===== src/rtl/relu_pack8.sv =====
// relu_pack8: bias-add, ReLU, requantize and clip each neuron result, then
// pack eight results into one activation vector with nonzero/saturation maps.
module relu_pack8 #(
  parameter int SHIFT = 2
) (
  input  logic                clk,
  input  logic                reset,
  input  logic                in_valid,
  output logic                in_ready,
  input  logic signed [11:0]  in_neuron,
  input  logic signed [11:0]  in_bias,
  output logic                out_valid,
  input  logic                out_ready,
  output logic [71:0]         out_act,
  output logic [7:0]          out_nz,
  output logic [7:0]          out_sat
);

  // state   | meaning
  // COLLECT | accepting neuron results into slot cnt (in_ready=1)
  // HOLD    | full vector presented, waiting for out_ready (out_valid=1)
  typedef enum logic {COLLECT, HOLD} state_t;

  state_t      state;
  logic [2:0]  cnt;

  logic [12:0] sum;
  logic [11:0] relu;
  logic [11:0] q;
  logic [8:0]  act;
  logic        sat;
  logic        nz;

  // Activation datapath: 13-bit sum cannot wrap, and the shift runs on a
  // non-negative value, so a logical shift truncates toward zero.
  always_comb begin
    sum  = {in_neuron[11], in_neuron} + {in_bias[11], in_bias};
    relu = sum[12] ? 12'd0 : sum[11:0];
    q    = relu >> SHIFT;
    sat  = (q > 12'd255);
    act  = sat ? 9'd255 : {1'b0, q[7:0]};
    nz   = (act != 9'd0);
  end

  // Control FSM and slot writes; all handshake-visible outputs are registered.
  always_ff @(posedge clk) begin
    if (reset) begin
      state     <= COLLECT;
      cnt       <= 3'd0;
      in_ready  <= 1'b1;
      out_valid <= 1'b0;
      out_act   <= '0;
      out_nz    <= '0;
      out_sat   <= '0;
    end else begin
      case (state)
        COLLECT: begin
          if (in_valid) begin
            for (int k = 0; k < 8; k++) begin
              if (cnt == 3'(k)) begin
                out_act[9*k +: 9] <= act;
                out_nz[k]         <= nz;
                out_sat[k]        <= sat;
              end
            end
            cnt <= cnt + 3'd1;
            if (cnt == 3'd7) begin
              state     <= HOLD;
              in_ready  <= 1'b0;
              out_valid <= 1'b1;
            end
          end
        end
        HOLD: begin
          if (out_ready) begin
            state     <= COLLECT;
            in_ready  <= 1'b1;
            out_valid <= 1'b0;
          end
        end
        default: begin
          state     <= COLLECT;
          in_ready  <= 1'b1;
          out_valid <= 1'b0;
        end
      endcase
    end
  end

endmodule


===== config.mk =====
export PLATFORM = sky130hd
export DESIGN_NAME = relu_pack8
export DESIGN_NICKNAME = d
export VERILOG_FILES = /design/src/rtl/relu_pack8.sv
export SDC_FILE = /design/constraint.sdc
export NUM_CORES = 1
export LEC_CHECK = 0
export BUFFER_PORTS_ARGS = -buffer_cell sky130_fd_sc_hd__buf_2
export CORE_AREA = 2 2 103 105
export DETAILED_ROUTE_END_ITERATION = 8
export DIE_AREA = 0 0 105 107
export PLACE_DENSITY = 0.73
export SETUP_SLACK_MARGIN = 0.05
export SKIP_CTS_REPAIR_TIMING = 1
export SLEW_MARGIN = 10
export SYNTH_ARGS = -nofsm -noshare
export SYNTH_HDL_FRONTEND = slang
export SYNTH_SLANG_ARGS = --single-unit

===== constraint.sdc =====
create_clock -name clk -period 2.6 [get_ports clk]
set_input_delay 0.26 -clock clk [delete_from_list [all_inputs] [get_ports clk]]
set_output_delay 0.26 -clock clk [all_outputs]
set_load 0.005 [all_outputs]

=== After elaboration in Yosys (flattened, before gate mapping) ===
Cells that the tools add are included.

* Flip-flop bits (word level): 94
* Input port bits: 28

* $add $sub $neg: 2
* $lt $le $gt $ge: 1
* Eq/ne operators: 10
* Muxes and demuxes: 14
* Bitwise logic cells: 1
* Reduce and logical (&&, ||, !) cells: 12

{| class="wikitable"
|+ Operators by type and width
! kind !! number
|-
| AND reduction 3 bit || 9
|-
| adder 12 x 12 -> 13 bit || 1
|-
| == test 3 bit, second input constant || 4
|-
| two-way mux 12 bit || 1
|-
| > comparator 10 x 8 -> 1 bit, second input constant || 1
|-
| two-way mux 1 bit || 9
|-
| nonzero test 9 bit || 1
|-
| two-way mux 8 bit || 1
|-
| == test 3 x 2 -> 1 bit, second input constant || 2
|-
| != test 2 bit, second input constant || 3
|-
| case mux 1 bit (2 select lines) || 3
|-
| adder 3 x 1 -> 3 bit, second input constant || 1
|-
| == test 3 x 1 -> 1 bit, second input constant || 1
|-
| zero test 3 bit || 1
|-
| AND reduction 2 bit || 1
|-
| inverter 1 bit || 1
|}

=== Logic depth before layout (Yosys ltp) ===
* Word-level depth: 5
* Mapped depth: 9
* Mapped depth without buffers: 7

=== Worst setup path after synthesis ===
OpenSTA, ideal clock, no wires.

* Path type: input to register
* Start point: in in_neuron[5]
* End point: reg out_nz[2]
* Arrival time: 2.032 ns
* Slack: 0.428 ns
* Cell stages on the path: 7
* Buffers on the path: 1
* Cells stage by stage: ha_1 buf_2 or4_1 o311ai_0 o2111ai_1 o311ai_4 o221ai_1

* Word-level cells in the longest chain between the ends: 5

{| class="wikitable"
|+ RTL lines
! element !! RTL line !! source
|-
| start: declaration || 10 || <nowiki>input logic signed [11:0] in_neuron,</nowiki>
|-
| adder 12 x 12 -> 13 bit * || 37 || <nowiki>sum = {in_neuron[11], in_neuron} + {in_bias[11], in_bias};</nowiki>
|-
| two-way mux 12 bit * || 38 || <nowiki>relu = sum[12] ? 12'd0 : sum[11:0];</nowiki>
|-
| > comparator 10 x 8 -> 1 bit || 40 || <nowiki>sat = (q > 12'd255);</nowiki>
|-
| two-way mux 8 bit * || 41 || <nowiki>act = sat ? 9'd255 : {1'b0, q[7:0]};</nowiki>
|-
| nonzero test 9 bit * || 42 || <nowiki>nz = (act != 9'd0);</nowiki>
|-
| end signal: indexed assignment || 62 || <nowiki>out_nz[k] <= nz;</nowiki>
|-
| end: declaration || 15 || <nowiki>output logic [7:0] out_nz,</nowiki>
|}

Mark *: on every way between the ends. The rest lies on a longest branch, timed or not.
A chain may end at the register's enable or synchronous reset.

=== Worst setup path after layout ===
* Start point: in in_neuron[5]
* End point: reg out_act[40]

* Word-level cells in the longest chain between the ends: 4

{| class="wikitable"
|+ RTL lines
! element !! RTL line !! source
|-
| adder 12 x 12 -> 13 bit * || 37 ||
|-
| two-way mux 12 bit * || 38 ||
|-
| > comparator 10 x 8 -> 1 bit || 40 ||
|-
| two-way mux 8 bit * || 41 ||
|-
| end signal: indexed assignment || 61 || <nowiki>out_act[9*k +: 9] <= act;</nowiki>
|-
| end: declaration || 14 || <nowiki>output logic [71:0] out_act,</nowiki>
|}

Marks and branches as above.

==> impl_metrics.csv <==
group,metric,value,unit
sta,max-slew-margin-rel,30.42,%
placement,portBuffers,109,
global_routing,grt_max_degree,39,
sta,max_freq,0.4471,GHz
sta,slew_viol_final,0,
global_routing,grt_overflow,0,
critical_path,cp-start-kind,"input port",
logic_synthesis,synthCells,455,
placement,hpwl,8233,um
routing,dr_total_vias,3819,
floorplan,ios,118,
hold_path,min_path_cells,2,
routing,routed.top_layer,"met4",
routing,via_per_inst,5.448,
floorplan,die_w,105,um
clock_network,cts_sinks,86,
logic_synthesis,ys_seq_area_share,43.20,%
clock_network,cts_tree,"built",
cells_and_area,area_delta_synth_final,23.74,%
floorplan,design.die.area,11240,um2
sta,fin_crit,2.237,ns
logic_synthesis,ys_ff_latch,86,
sta,skew,0.005999,ns
power,power_leakage,0.002147,uW
cells_and_area,instances_no_fill,701,
placement,placed_cells,685,
logic_synthesis,post_synth.cell_area_avg,8.758,um2
sta,worstMarginPinSlew,1.040,ns
logic_synthesis,yosys_warnings,0,
clock_network,clk_path_buf_depth,2,
critical_path,path_class,"in2reg",
routing,drc,0,
critical_path,end_kind,"flip-flop",
hold_path,hold_path.class,"in2reg",
placement,place.gp.congestion,0.8358,
power,powerDensity,634.3,nW/um2
logic_synthesis,synth_cell_types,55,
sta,rsz0062_at_grt,"false",
global_routing,grt_usage,20.16,%
clock_network,root_buffer,"clkbuf_8",
cells_and_area,final_nets,605,
critical_path,reg2regPathDepth,6,
logic_synthesis,synth_edf_count,0,
clock_network,clkTransAtPathRegs,0.09,ns
floorplan,die_h,107,um
sta,hold_violations,0,
logic_synthesis,synth_flop_cell,"dfxtp_1",
outcome,status,"complete, no violations",
routing,wl_met1,5150,um
global_routing,antenna_found_initial,0,
logic_synthesis,syn-cell-area,3985,um2
routing,routed_wl,11380,um
sta,whs,0.1507,ns
floorplan,start_util,39.49,%
routing,met2_length,5330,um
sta,setup_viol,0,
power,ir_drop,0.3775,mV
global_routing,grt_pass1_vias,3553,
critical_path,critPathRequiredTime,2.80,ns
critical_path,arrival,2.43,ns
routing,met3WireLength,796,um
critical_path,crit_fanout,9,
cells_and_area,drive_above_1_share,29.38,%
routing,wl_per_cell,16.23,um
routing,drt_pass1_iterations,5,
clock_network,h-tree-depth,3,
run,maxCapViolations,0,
floorplan,coreArea,10090,um2
routing,ant_nets,0,
sta,fin_crit_sh,86.03,%
clock_network,cts_buffers,9,
power,finalPower,3128,uW
cells_and_area,num_antenna_cells,0,
routing,drt_iter0_markers,242,
floorplan,rows,37,
global_routing,grt_pass1_wl,18060,um
clock_network,insertion_delay,0.35,ns
logic_synthesis,async_reset_ff_share,0,%
## sequential cells by signal (all words and copies together), names as in the netlist
name and cells:
state 1, out_valid 1, out_act 64, in_ready 1, out_sat 8, cnt 3
out_nz 8
## path summary, 6_finish.rpt
check | to | from | slack [ns]
min reg2reg | out_valid | out_valid | 0.47
min | cnt[0] | reset | 0.15
max | out_act[40] | in_neuron[5] | 0.36
max reg2reg | out_act[43] | cnt[0] | 0.60
## layer usage
metal | track usage (%) | vias up
li1 | - | 1900
met1 | 26.95 | 1783
met2 | 32.88 | 123
met3 | 5.228 | 13
met4 | 4.286 | 0
met5 | 0 | -
## cell type report
type / count / area, um2
multi-input cells: 326 / 2066
well taps: 136 / 170.2
clock inverters: 6 / 68.82
repair buffers: 130 / 740.7
flip-flops and latches: 86 / 1722
inverters: 7 / 26.28
clock buffers: 10 / 137.6
fillers: 999 / 5161
## worst max-delay path, cell delays in order
cell and delay (ns):
buf_2 0.10, ha_1 0.40, buf_4 0.20, nand2_1 0.08, o21ai_1 0.11, o2111ai_1 0.28, nand4b_1 0.30, a211oi_2 0.38
buf_4 0.24, a21oi_1 0.08
## cell usage after synthesis (2+ instances only)
cell type,count,area share (%)
nand3b_1,2,0.38
inv_1,6,0.57
and2_1,5,0.78
buf_2,12,1.5
mux2i_1,2,0.50
buf_4,8,1.5
o21ai_0,78,9.8
o2111ai_1,3,0.66
clkbuf_1,21,2.0
o221ai_1,8,1.8
dfxtp_1,86,43
nand4_1,3,0.47
a211oi_2,2,0.63
nor3_1,5,0.63
xnor2_1,3,0.66
o21ai_1,3,0.38
o21ai_2,4,0.88
xor2_1,2,0.44
a21oi_1,39,4.9
a31oi_1,49,7.7
o21a_1,3,0.57
a221oi_4,3,2.0
nand2b_1,3,0.47
a211oi_1,3,0.57
o211ai_1,2,0.38
ha_1,17,5.3
nand2_1,24,2.3
nor2_1,16,1.5
nand3_1,17,2.1
## placed cells by master, fill, tap and decap left out, types with 2 or more instances in the layout
cell / n
nand2b_1: 3
buf_4: 18
o211ai_1: 2
o2111ai_1: 3
a31oi_1: 49
nand2_1: 24
xnor2_1: 3
nand3b_1: 2
a211oi_1: 3
a211oi_2: 2
a21oi_1: 39
nand3_1: 17
clkinv_4: 2
dfxtp_1: 86
clkbuf_8: 10
o21ai_2: 4
nor2_1: 16
o21a_1: 3
ha_1: 17
nand4_1: 3
buf_2: 109
and2_1: 5
inv_1: 6
nor3_1: 3
a221oi_4: 3
mux2i_1: 2
nor3_2: 3
o21ai_0: 78
xor2_1: 2
o21ai_1: 3
o221ai_1: 8
conb_1: 8
buf_12: 3
## cell families (layout without fill, tap and decap cells)
logic type,Yosys count,in the layout,synth area share (%)
buffers and inverters,50,153,5.871
DFF,86,86,43.20
and+or+nand+nor,87,87,11.15
xor gates and xnor gates,5,5,1.099
AOI/OAI and AO/OA,207,207,32.75
other,1,8,0.09410
adders and majority gates,17,17,5.337
muxes,2,2,0.5024
## metrics by stage
stage          setup TNS (ns)  utilization [%]  setup WS (ns)  area, um2
3_5_place_dp        -0.004615            46.81      -0.004615       4725
4_1_cts                     0            48.86         0.3725       4931
3_3_place_gp                0            46.81        0.04836       4725
5_1_grt                     0            48.86         0.1695       4931
2_1_floorplan               0                -         0.4279       4011
6_report                    0            48.86         0.3632       4931
## power by group
part	internal (uW)	leakage, uW	switching, uW	total [uW]
registers	1380	0.000698	36.8	1410
logic	281	0.00135	468	749
clock network	476	0.000103	490	966
(Power assumes the default switching activity.)
